**src/rtl/mod_mult_sequencer.sv**
```systemverilog
// rtl/mod_mult_sequencer.sv - sequential (A*B) mod (2^N-K) by MSB-first double-and-add
// One modular addition per cycle through a shared combinational modular adder.

module ParallelPrefixModularAdder #(
  parameter int N = 8
) (
  input  logic [N-1:0] a,
  input  logic [N-1:0] b,
  input  logic [N-1:0] k,
  output logic [N-1:0] o
);
  logic [N:0]   sum;
  logic [N+1:0] sum_k;

  // a,b < M so a+b < 2M; a+b >= M exactly when a+b+K carries into bit N.
  assign sum   = {1'b0, a} + {1'b0, b};
  assign sum_k = {1'b0, sum} + {2'b00, k};
  assign o     = (sum_k[N+1] | sum_k[N]) ? sum_k[N-1:0] : sum[N-1:0];
endmodule

module mod_mult_sequencer #(
  parameter int N = 8
) (
  input  logic         clk,
  input  logic         rst_n,
  input  logic         in_valid,
  output logic         in_ready,
  input  logic [N-1:0] in_a,
  input  logic [N-1:0] in_b,
  input  logic [N-1:0] in_k,
  output logic         out_valid,
  input  logic         out_ready,
  output logic [N-1:0] out_p,
  output logic         out_err
);
  localparam int CW = $clog2(N) + 1;

  typedef enum logic [1:0] {S_IDLE, S_DOUBLE, S_ADD, S_DONE} state_t;

  state_t        state_q, state_d;
  logic [N-1:0]  a_q, a_d, b_q, b_d, k_q, k_d, acc_q, acc_d;
  logic [CW-1:0] cnt_q, cnt_d;
  logic          err_q, err_d;

  logic [N-1:0]  add_b, add_o;
  logic [N:0]    modulus;
  logic          illegal;

  ParallelPrefixModularAdder #(.N(N)) u_adder (
    .a (acc_q),
    .b (add_b),
    .k (k_q),
    .o (add_o)
  );

  assign add_b = (state_q == S_DOUBLE) ? acc_q : a_q;

  assign modulus = {1'b1, {N{1'b0}}} - {1'b0, in_k};
  assign illegal = ({1'b0, in_a} >= modulus) | ({1'b0, in_b} >= modulus) |
                   (in_k < N'(3)) | in_k[N-1];

  assign in_ready  = (state_q == S_IDLE);
  assign out_valid = (state_q == S_DONE);
  assign out_err   = (state_q == S_DONE) & err_q;
  assign out_p     = ((state_q == S_DONE) && !err_q) ? acc_q : '0;

  always_comb begin
    state_d = state_q;
    a_d     = a_q;
    b_d     = b_q;
    k_d     = k_q;
    acc_d   = acc_q;
    cnt_d   = cnt_q;
    err_d   = err_q;
    case (state_q)
      S_IDLE: begin
        if (in_valid) begin
          a_d     = in_a;
          b_d     = in_b;
          k_d     = in_k;
          acc_d   = '0;
          cnt_d   = CW'(N);
          err_d   = illegal;
          state_d = S_DOUBLE;
        end
      end
      S_DOUBLE: begin
        acc_d   = add_o;
        state_d = S_ADD;
      end
      S_ADD: begin
        if (b_q[N-1]) acc_d = add_o;
        b_d     = {b_q[N-2:0], 1'b0};
        cnt_d   = cnt_q - CW'(1);
        state_d = (cnt_q == CW'(1)) ? S_DONE : S_DOUBLE;
      end
      S_DONE: begin
        if (out_ready) state_d = S_IDLE;
      end
      default: state_d = S_IDLE;
    endcase
  end

  always_ff @(posedge clk) begin
    if (!rst_n) begin
      state_q <= S_IDLE;
      a_q     <= '0;
      b_q     <= '0;
      k_q     <= '0;
      acc_q   <= '0;
      cnt_q   <= '0;
      err_q   <= 1'b0;
    end else begin
      state_q <= state_d;
      a_q     <= a_d;
      b_q     <= b_d;
      k_q     <= k_d;
      acc_q   <= acc_d;
      cnt_q   <= cnt_d;
      err_q   <= err_d;
    end
  end
endmodule
```
**config.mk**
```make
export PLATFORM = sky130hd
export DESIGN_NAME = mod_mult_sequencer
export DESIGN_NICKNAME = d
export VERILOG_FILES = /design/src/rtl/mod_mult_sequencer.sv
export SDC_FILE = /design/constraint.sdc
export NUM_CORES = 1
export LEC_CHECK = 0
export BUFFER_PORTS_ARGS = -buffer_cell sky130_fd_sc_hd__buf_2
export CORE_AREA = 2 2 82 142
export CTS_BUF_LIST = sky130_fd_sc_hd__clkbuf_4 sky130_fd_sc_hd__clkbuf_8
export DETAILED_ROUTE_END_ITERATION = 10
export DIE_AREA = 0 0 84 144
export HOLD_SLACK_MARGIN = 0.03
export PLACE_DENSITY_LB_ADDON = 0.3
export SETUP_SLACK_MARGIN = 0.02
export SLEW_MARGIN = 20
export SYNTH_ARGS = -nofsm -noshare
export SYNTH_HDL_FRONTEND = slang
export SYNTH_HIERARCHICAL = 1
export SYNTH_SLANG_ARGS = --single-unit
```
**constraint.sdc**
```tcl
create_clock -name clk -period 11.99 [get_ports clk]
set_input_delay 1.199 -clock clk [delete_from_list [all_inputs] [get_ports clk]]
set_output_delay 1.199 -clock clk [all_outputs]
set_load 0.1 [all_outputs]
```
==> results of run 1 <==
==> power by group <==
part           leakage, nW  switching [mW]  internal, mW
combinational         1.25           0.115        0.0690
clock               0.0581          0.0499        0.0620
sequential           0.320          0.0124         0.146
==> cell usage in the layout (no fill, tap or decap), types with 3 or more instances in the layout <==
cell and n:
a211oi_1 3, a21boi_0 24, a21o_1 6, a21oi_1 15, a31oi_1 3, and2_1 12
buf_2 38, clkbuf_8 5, dfxtp_1 39, ha_1 39, inv_1 14, mux2_2 14
mux2i_1 8, nand2_1 60, nand2b_1 4, nand3_1 15, nand4_1 3, nor2_1 10
nor2b_1 6, nor3_1 6, nor3b_1 3, nor4_1 3, o211a_1 7, o211ai_1 6
o21a_1 6, o21ai_0 11, o31ai_1 4, xnor2_1 4, xor2_1 10
==> metrics by stage <==
step	cells	worst slack, ns
global placement	534	7.415
CTS	542	7.264
global route	542	6.991
floorplan	379	7.687
finish	542	7.242
detailed placement	534	7.306
==> registers in the layout, summed over array words and instances, names as in the netlist <==
register	flops
state_q	2
k_q	8
cnt_q	4
acc_q	8
err_q	1
a_q	8
b_q	8
==> path summary, 6_finish.rpt <==
path	endpoint	startpoint	cells after the start	slack (ns)
min	a_q[6]$_SDFFE_PN0P_	a_q[6]$_SDFFE_PN0P_	2	0.47
max reg2reg	acc_q[4]$_SDFFE_PN0P_	state_q[1]$_SDFFE_PN0P_	17	7.24
min reg2reg	a_q[6]$_SDFFE_PN0P_	a_q[6]$_SDFFE_PN0P_	2	0.47
max	acc_q[4]$_SDFFE_PN0P_	state_q[1]$_SDFFE_PN0P_	17	7.24
==> cell type report <==
class / count / area, um^2 / area share (%)
inverter: 14 / 52.55 / 1.452
tap: 132 / 165.2 / 4.564
multi-input combinational: 311 / 2317 / 64.04
clock buffer: 5 / 68.82 / 1.902
clock inverter: 3 / 43.79 / 1.210
sequential: 39 / 780.7 / 21.58
timing repair buffer: 38 / 190.2 / 5.256
==> worst min-delay path, cell delays in order, from the launching register on <==
cell,delay [ns]
dfxtp_1,0.32
nand2_1,0.05
a21boi_0,0.06
==> routing by layer <==
| layer | global-route usage (%) | vias up |
|---|---|---|
| li1 | - | 1435 |
| met1 | 14.42 | 1329 |
| met2 | 28.46 | 57 |
| met3 | 1.826 | 26 |
| met4 | 9.083 | 0 |
| met5 | 0 | - |
==> cells by family after synthesis <==
family | count (synthesis)
fa+ha+maj | 41
mux | 23
buf+inv | 29
simple gates | 130
compound gates | 103
flops | 39
xor+xnor | 14
==> results.py, run 1 <==
metrics = {
    "die": {
        "start_util_pct": 28.98,
        "die_x_um": 84,
        "dieHeight_um": 144,
        "rows": 51,
        "die_area_um2": 12100,
        "ios": 39,
        "coreArea_um2": 11040,
    },
    "logic_synthesis": {
        "avgSynthCellArea_um2": 8.441,
        "syn_area_um2": 3199,
        "synth_xor_area_share_pct": 3.833,
        "synth_flop_cell": "dfxtp_1",
        "netlist_instances": 379,
        "post_synth_fa_ha_maj_area_fraction_pct": 16.50,
        "yosys.area_share.simple_pct": 19.79,
        "synthTopCellsByArea": "dfxtp_1 24%, ha_1 15%, nand2_1 7.0%, a21boi_0 5.6%, mux2_2 4.9%",
        "synth_top_family_by_area": "compound AO/OA/AOI/OAI gates",
        "async_flop_share_pct": 0,
        "synth.mux.area_fraction_pct": 8.135,
        "synth_common_cells": "60 x nand2_1, 39 x dfxtp_1, 39 x ha_1, 24 x a21boi_0",
        "synth-compound-area-share_pct": 23.93,
        "yosysSeqAreaShare_pct": 24.40,
        "synth.top_cell.area_share_pct": 24.40,
        "synth_fp_nets": 448,
        "yosysMostFrequentCell": "nand2_1",
        "ys_seq_elements": 39,
        "yosysWarnings": 6,
        "synth-edff-count": 0,
        "synth.distinct_cells": 55,
        "yosys.area.top_type": "dfxtp_1",
    },
    "global_route": {
        "grt_pass1_vias": 2886,
        "grt_max_degree": 40,
        "antenna_found_initial": 0,
        "grt_pass1_wl_um": 14070,
        "grt-ovfl-total": 0,
        "grtUsageTotal_pct": 14.62,
    },
    "power_and_ir_drop": {
        "ir_drop_uv": 83.76,
        "total_leakage_power_nw": 1.631,
        "powerDensity_nw_per_um2": 125.8,
        "totalPowerFinal_mw": 0.4550,
    },
    "routing": {
        "wl_met3_um": 161,
        "first_iter_violations": 117,
        "wl_met1_um": 3240,
        "avgRoutedWirePerCell_um": 15.64,
        "ant_nets": 0,
        "wl_um": 8478,
        "first_pass_iters": 4,
        "top_layer_used": "met4",
        "wl_met2_um": 4646,
        "route.detailed.drc": 0,
        "vias": 2847,
        "via_per_inst": 5.253,
    },
    "setup_path": {
        "critPathKind": "flip-flop to flip-flop",
        "crit_buf_inv": 1,
        "worstPathRequired_ns": 12.18,
        "endpoint_kind": "flip-flop",
        "path_max_fanout": 10,
        "critical_path.cell_chain": "inv_1 -> ha_1 -> mux2_2 -> ha_1 -> fa_1 -> a21o_1 -> a21oi_1 -> xnor2_1 -> ha_1 -> and2_4 -> a221oi_2 -> and2_2 -> o211ai_2 -> mux2i_4 -> mux2_2 -> nand3_1 -> a21boi_0",
        "cpMostUsedCell": "ha_1",
        "crit_slowest_cell": "ha_1",
        "cpPeakStageDelay_ns": 0.44,
        "arrival_ns": 4.94,
        "worstSetupStartpointType": "flip-flop",
        "crit_family": "adder cells",
    },
    "clock_network": {
        "cts_max_path_buffers": 2,
        "root_buffer": "clkbuf_8",
        "cts_hold_buffers": 0,
        "cts.clk_slew.worst_paths_ns": 0.08,
        "cts_buffers": 5,
        "clock_latency_ns": 0.30,
        "cts_setup_buffers": 0,
        "ctsResizeCount": 0,
        "cts_sinks": 39,
        "htreeDepth": 2,
        "cts_tree": "built",
    },
    "sta": {
        "setup_viol": 0,
        "hold_viol": 0,
        "max_slew_margin_pct": 48.25,
        "fin_crit_sh_pct": 39.60,
        "max_freq_ghz": 0.2106,
        "fin_worst_skew_ns": 0.009301,
        "min_period_ns": 4.748,
        "worst_pin_slew_ns": 0.7762,
        "rsz0062_at_grt": "false",
        "holdWs_ns": 0.4707,
        "tns_ns": 0,
        "slew_viol_final": 0,
    },
    "layout": {
        "fin_nets": 478,
        "fin_util_pct": 32.78,
        "nFillCells": 1209,
        "design_area_um2": 3618,
        "drive_gt1_share_pct": 17.56,
        "areaGrowthSynthToFinish_pct": 13.10,
        "antennaDiodeCount": 0,
    },
    "hold_path": {
        "hp-class": "flip-flop to flip-flop",
    },
    "place": {
        "gp_congestion": 0.8707,
        "dp_hpwl_um": 7024,
        "placed_area_um2": 3506,
        "io_buffers": 38,
    },
    "flow_run": {
        "maxCapViolations": 0,
    },
    "status": {
        "outcome": "complete, no violations",
    },
}
No activity file was read; power rests on OpenSTA's default activity.
==> run 2: changes to the inputs <==
Settings changed: ABC_AREA from default to 1.
Clock period 11.99 ns to 4.3 ns, I/O delays scaled along.
==> results.py, run 2 <==
metrics = {
    "sta": {
        "slew_viol_final": 0,
        "max_freq_ghz": 0.2531,
        "rsz0062_at_grt": "false",
        "setup_viol": 0,
        "worst_pin_slew_ns": 0.6547,
        "fin_worst_skew_ns": 0.01789,
        "holdWs_ns": 0.3955,
        "layout_setup_ws_ns": 0.3496,
        "max_slew_margin_pct": 56.31,
        "hold_viol": 0,
        "min_period_ns": 3.950,
        "fin_crit_sh_pct": 91.87,
        "tns_ns": 0,
    },
    "power_and_ir_drop": {
        "total_leakage_power_nw": 1.846,
        "clkPwrFrac_pct": 13.4,
        "powerDensity_nw_per_um2": 633.4,
        "ir_drop_uv": 219.6,
        "totalPowerFinal_mw": 2.300,
        "power.internal_mw": 1.132,
        "p_sw_share_pct": 50.78,
        "p_switching_mw": 1.168,
        "pwr-share-comb_pct": 63.2,
        "p_seq_share_pct": 23.4,
    },
    "logic_synthesis": {
        "synth.mux.area_fraction_pct": 0,
        "synth_top_family_by_area": "simple AND/OR/NAND/NOR gates",
        "syn_area_um2": 3201,
        "yosysWarnings": 6,
        "synth_flop_cell": "dfxtp_1",
        "synth-compound-area-share_pct": 18.57,
        "async_flop_share_pct": 0,
        "synth_common_cells": "115 x nand2_1, 58 x inv_1, 42 x nor2_1, 39 x dfxtp_1, 39 x ha_1",
        "synth.distinct_cells": 40,
        "ys_seq_elements": 39,
        "netlist_instances": 469,
        "yosys.area.top_type": "dfxtp_1",
        "synth_fp_nets": 538,
        "synth-edff-count": 0,
        "synth_xor_area_share_pct": 3.831,
        "synth.top_cell.area_share_pct": 24.39,
        "avgSynthCellArea_um2": 6.824,
        "yosysMostFrequentCell": "nand2_1",
        "synthTopCellsByArea": "dfxtp_1 24%, ha_1 15%, nand2_1 13%, inv_1 6.8%, o21ai_0 5.3%",
        "yosys.area_share.simple_pct": 27.17,
        "yosysSeqAreaShare_pct": 24.39,
        "post_synth_fa_ha_maj_area_fraction_pct": 16.50,
    },
    "setup_path": {
        "crit_slowest_cell": "ha_2",
        "worstSetupStartpointType": "flip-flop",
        "cpPeakStageDelay_ns": 0.41,
        "cpMostUsedCell": "nand2_1",
        "critPathKind": "flip-flop to flip-flop",
        "endpoint_kind": "flip-flop",
        "path_max_fanout": 9,
        "worstPathRequired_ns": 4.49,
        "arrival_ns": 4.14,
    },
    "clock_network": {
        "cts_max_path_buffers": 2,
        "cts.clk_slew.worst_paths_ns": 0.09,
        "htreeDepth": 2,
        "cts_buffers": 5,
        "cts_tree": "built",
        "cts_sinks": 39,
        "clock_latency_ns": 0.30,
        "root_buffer": "clkbuf_8",
        "cts_hold_buffers": 0,
    },
    "layout": {
        "design_area_um2": 3631,
        "multi_input_area_um2": 2122,
        "final_cell_mix": "115 x nand2_1, 57 x inv_1, 41 x nor2_1",
        "nFillCells": 1213,
        "finalNonFillerCells": 635,
        "antennaDiodeCount": 0,
        "fin_util_pct": 32.89,
        "fin_nets": 571,
        "areaGrowthSynthToFinish_pct": 13.45,
        "drive_gt1_share_pct": 16.10,
        "mostFrequentLayoutCell": "nand2_1",
        "seq_area_um2": 780.7,
    },
    "die": {
        "die_x_um": 84,
        "coreArea_um2": 11040,
        "die_area_um2": 12100,
        "ios": 39,
        "start_util_pct": 28.99,
        "dieHeight_um": 144,
        "rows": 51,
    },
    "hold_path": {
        "hp-class": "input pin to flip-flop",
    },
    "routing": {
        "first_pass_iters": 4,
        "vias": 3100,
        "wl_um": 8573,
        "first_iter_violations": 105,
        "ant_nets": 0,
        "route.detailed.drc": 0,
        "avgRoutedWirePerCell_um": 13.50,
        "via_per_inst": 4.882,
    },
    "place": {
        "placed_area_um2": 3495,
        "dp_hpwl_um": 7056,
        "dp.cells": 625,
        "gp_congestion": 0.9189,
        "dp_slack_ns": 0.3269,
        "io_buffers": 38,
    },
    "global_route": {
        "grt_pass1_vias": 3051,
        "grt_max_degree": 29,
        "grt-ovfl-total": 0,
        "grtUsageTotal_pct": 14.77,
        "grt_pass1_wl_um": 14340,
        "antenna_found_initial": 0,
    },
    "flow_run": {
        "maxCapViolations": 0,
    },
    "status": {
        "outcome": "complete, no violations",
    },
}
-- run 2: changes by cell type after synthesis, moves of 7 or more --
cell	previous run	this run
o21ai_0	11	34
inv_1	14	58
nor2_1	10	42
a21boi_0	24	1
nand2_1	60	115
and2_1	12	0
mux2_2	14	0
mux2i_1	8	0
a21oi_1	15	30
o211a_1	7	0
-- run 2: cell families (layout without fill, tap and decap cells) --
kind of cell	count (synthesis)	in the layout
and+or+nand+nor	200	200
buffers and inverters	78	112
xor gates and xnor gates	14	14
DFF	39	39
AOI/OAI and AO/OA	97	97
adders and majority gates	41	41
-- run 2: worst paths after layout --
check                          startpoint                     to  slack [ns]  cells after the start
setup / recovery  state_q[1]$_SDFFE_PN0P_  acc_q[1]$_SDFFE_PN0P_        0.35                     25
hold / removal                    in_b[0]    b_q[0]$_SDFFE_PN0P_        0.40                      3
setup reg to reg  state_q[1]$_SDFFE_PN0P_  acc_q[1]$_SDFFE_PN0P_        0.35                     25
hold reg to reg       b_q[0]$_SDFFE_PN0P_    b_q[0]$_SDFFE_PN0P_        0.47                      2
-- run 2: worst max-delay path, delay by kind of cell, from the launching register on --
| family | cells | cell delay, ns |
|---|---|---|
| compound gates | 5 | 0.84 |
| fa+ha+maj | 3 | 1.00 |
| buf+inv | 5 | 0.67 |
| flops | 1 | 0.34 |
| simple gates | 12 | 0.98 |
-- run 2: timing repair --
action	CTS	global route
setup endpoints to repair	0	8
buffers inserted	0	2
gates resized for setup	0	3
-- run 2: power by group through the flow --
stage | sequential, mW | clock [mW] | combinational, mW
2_1_floorplan | 0.526 | 0 | 1.10
3_3_place_gp | 0.543 | 0 | 1.42
3_5_place_dp | 0.545 | 0 | 1.42
4_1_cts | 0.537 | 0.318 | 1.43
5_1_grt | 0.552 | 0.334 | 1.63
6_report | 0.538 | 0.308 | 1.45
-- run 2: cell type report --
cell class | instances | area share (%)
Multi-Input combinational cell | 352 | 58.44
Sequential cell | 39 | 21.50
Clock buffer | 5 | 1.895
Clock inverter | 3 | 1.206
Inverter | 64 | 6.823
Timing Repair Buffer | 40 | 5.582
Tap cell | 132 | 4.549
-- run 2: per-layer routing --
metal | part of all wire [%] | wire length [um] | GRT usage, %
met3 | 3.1 | 269 | 2.226
met1 | 39 | 3330 | 15.16
met5 | 0 | 0 | 0
met4 | 5.5 | 468 | 9.423
met2 | 53 | 4505 | 27.62
==> run 3: changes to the inputs <==
Settings changed: SETUP_SLACK_MARGIN 0.02 to 0.4.
==> results.py, run 3 (synthesis results as in run 2) <==
metrics = {
    "setup_path": {
        "crit_slowest_cell": "ha_1",
        "critPathKind": "flip-flop to flip-flop",
        "arrival_ns": 3.90,
        "cpPeakStageDelay_ns": 0.36,
        "worstPathRequired_ns": 4.46,
        "cpMostUsedCell": "nand2_1",
        "critical_path.cell_chain": "inv_2 -> ha_4 -> clkinvlp_4 -> buf_2 -> nand2_1 -> o21ai_0 -> ha_1 -> or2_1 -> nand2_1 -> o21bai_1 -> xor2_1 -> ha_1 -> a21o_1 -> a21oi_1 -> nor2_2 -> nor2_4 -> nand2_4 -> nand2_1 -> nand2_1 -> a21oi_1 -> a211oi_2",
        "ff2ff_setup_slack_ns": 0.56,
        "worstSetupStartpointType": "flip-flop",
        "endpoint_kind": "flip-flop",
        "path_max_fanout": 8,
        "endpoint": "acc_q[1]$_SDFFE_PN0P_",
        "regToRegStartpoint": "state_q[1]$_SDFFE_PN0P_",
        "crit_start": "state_q[1]$_SDFFE_PN0P_",
        "r2r-end": "acc_q[1]$_SDFFE_PN0P_",
        "r2r_cells": 21,
    },
    "hold_path": {
        "hp-class": "input pin to flip-flop",
    },
    "layout": {
        "nFillCells": 1207,
        "mostFrequentLayoutCell": "nand2_1",
        "final_cell_mix": "115 x nand2_1, 56 x inv_1, 41 x nor2_1",
        "areaGrowthSynthToFinish_pct": 16.26,
        "antennaDiodeCount": 0,
        "drive_gt1_share_pct": 18.24,
        "design_area_um2": 3721,
        "fin_nets": 578,
    },
    "die": {
        "ios": 39,
        "dieHeight_um": 144,
        "die_area_um2": 12100,
        "start_util_pct": 28.99,
        "coreArea_um2": 11040,
        "die_x_um": 84,
        "rows": 51,
    },
    "place": {
        "dp_slack_ns": 0.3269,
        "gp_congestion": 0.9189,
        "dp_hpwl_um": 7056,
        "io_buffers": 38,
        "placed_area_um2": 3495,
    },
    "power_and_ir_drop": {
        "total_leakage_power_nw": 1.875,
        "powerDensity_nw_per_um2": 647.4,
        "totalPowerFinal_mw": 2.409,
        "ir_drop_uv": 221.4,
    },
    "global_route": {
        "antenna_found_initial": 0,
        "grt_pass1_wl_um": 14430,
        "grt_pass1_vias": 3069,
        "grtUsageTotal_pct": 14.88,
        "grt_max_degree": 29,
        "grt-ovfl-total": 0,
    },
    "clock_network": {
        "cts_sinks": 39,
        "cts_max_path_buffers": 2,
        "cts_buffers": 5,
        "root_buffer": "clkbuf_8",
        "clock_latency_ns": 0.30,
        "cts.clk_slew.worst_paths_ns": 0.09,
        "cts_tree": "built",
        "htreeDepth": 2,
    },
    "sta": {
        "fin_crit_sh_pct": 87.07,
        "slew_viol_final": 0,
        "min_period_ns": 3.744,
        "max_freq_ghz": 0.2671,
        "layout_setup_ws_ns": 0.5560,
        "hold_viol": 0,
        "setup_viol": 0,
        "fin_worst_skew_ns": 0.01605,
        "tns_ns": 0,
        "worst_pin_slew_ns": 0.6683,
        "rsz0062_at_grt": "false",
        "max_slew_margin_pct": 55.40,
    },
    "routing": {
        "via_per_inst": 4.910,
        "ant_nets": 0,
        "avgRoutedWirePerCell_um": 13.78,
        "wl_um": 8848,
        "first_pass_iters": 4,
        "vias": 3152,
        "route.detailed.drc": 0,
        "first_iter_violations": 93,
    },
    "flow_run": {
        "maxCapViolations": 0,
    },
    "status": {
        "outcome": "complete, no violations",
    },
}
==> run 3: worst min path at each step <==
stage,start,endpoint,slack (ns),cells past startpoint
finish,in_b[0],b_q[0]$_SDFFE_PN0P_,0.39,3
global route,in_b[0],b_q[0]$_SDFFE_PN0P_,0.40,3
CTS,in_b[0],b_q[0]$_SDFFE_PN0P_,0.39,3
detailed placement,b_q[0]$_SDFFE_PN0P_,b_q[0]$_SDFFE_PN0P_,0.46,2
global placement,b_q[6]$_SDFFE_PN0P_,b_q[7]$_SDFFE_PN0P_,0.45,2
floorplan,b_q[0]$_SDFFE_PN0P_,b_q[0]$_SDFFE_PN0P_,0.44,2
==> run 3: cell type report <==
cell class                      count  area (um^2)  area share (%)
Clock buffer                        5        68.82           1.849
Clock inverter                      3        43.79           1.177
Inverter                           64        247.7           6.658
Multi-Input combinational cell    353         2167           58.24
Sequential cell                    39        780.7           20.98
Tap cell                          132        165.2           4.438
Timing Repair Buffer               45        240.2           6.456
Timing Repair inverter              1        7.507          0.2017
==> run 3: power breakdown <==
group          switching (mW)  internal, mW
Sequential             0.0703         0.470
Combinational            1.01         0.553
Clock                   0.135         0.173
Total                    1.21          1.20
==> run 3: per-stage QoR <==
step | utilization (%) | cells | hold WS (ns)
global placement | 31.66 | 625 | 0.4548
global route | 33.71 | 642 | 0.3950
detailed placement | 31.66 | 625 | 0.4584
floorplan | - | 469 | 0.4393
CTS | 33.03 | 636 | 0.3871
finish | 33.71 | 642 | 0.3937
==> run 3: routing by layer <==
metal / track usage (%) / vias to the layer above / routed length (um)
met3: 2.226 / 33 / 264
met5: 0 / - / 0
met4: 9.508 / 0 / 476
met2: 27.96 / 81 / 4667
li1: - / 1610 / -
met1: 15.20 / 1428 / 3439
==> run 3: repair_timing <==
item	in CTS	in global routing
buffers inserted	3	4
endpoints found under the setup margin	8	8
hold buffers	0	0
gates resized for setup	3	9
gates cloned	0	2
pin swaps	0	4
hold endpoints to repair	0	0
==> run 3: worst max-delay path: cells and delay by family (launching register included) <==
family          cells  cell delay (ns)
compound gates      6             0.78
flops               1             0.35
simple gates        8             0.94
fa+ha+maj           3             0.86
buf+inv             3             0.42
xor+xnor            1             0.25
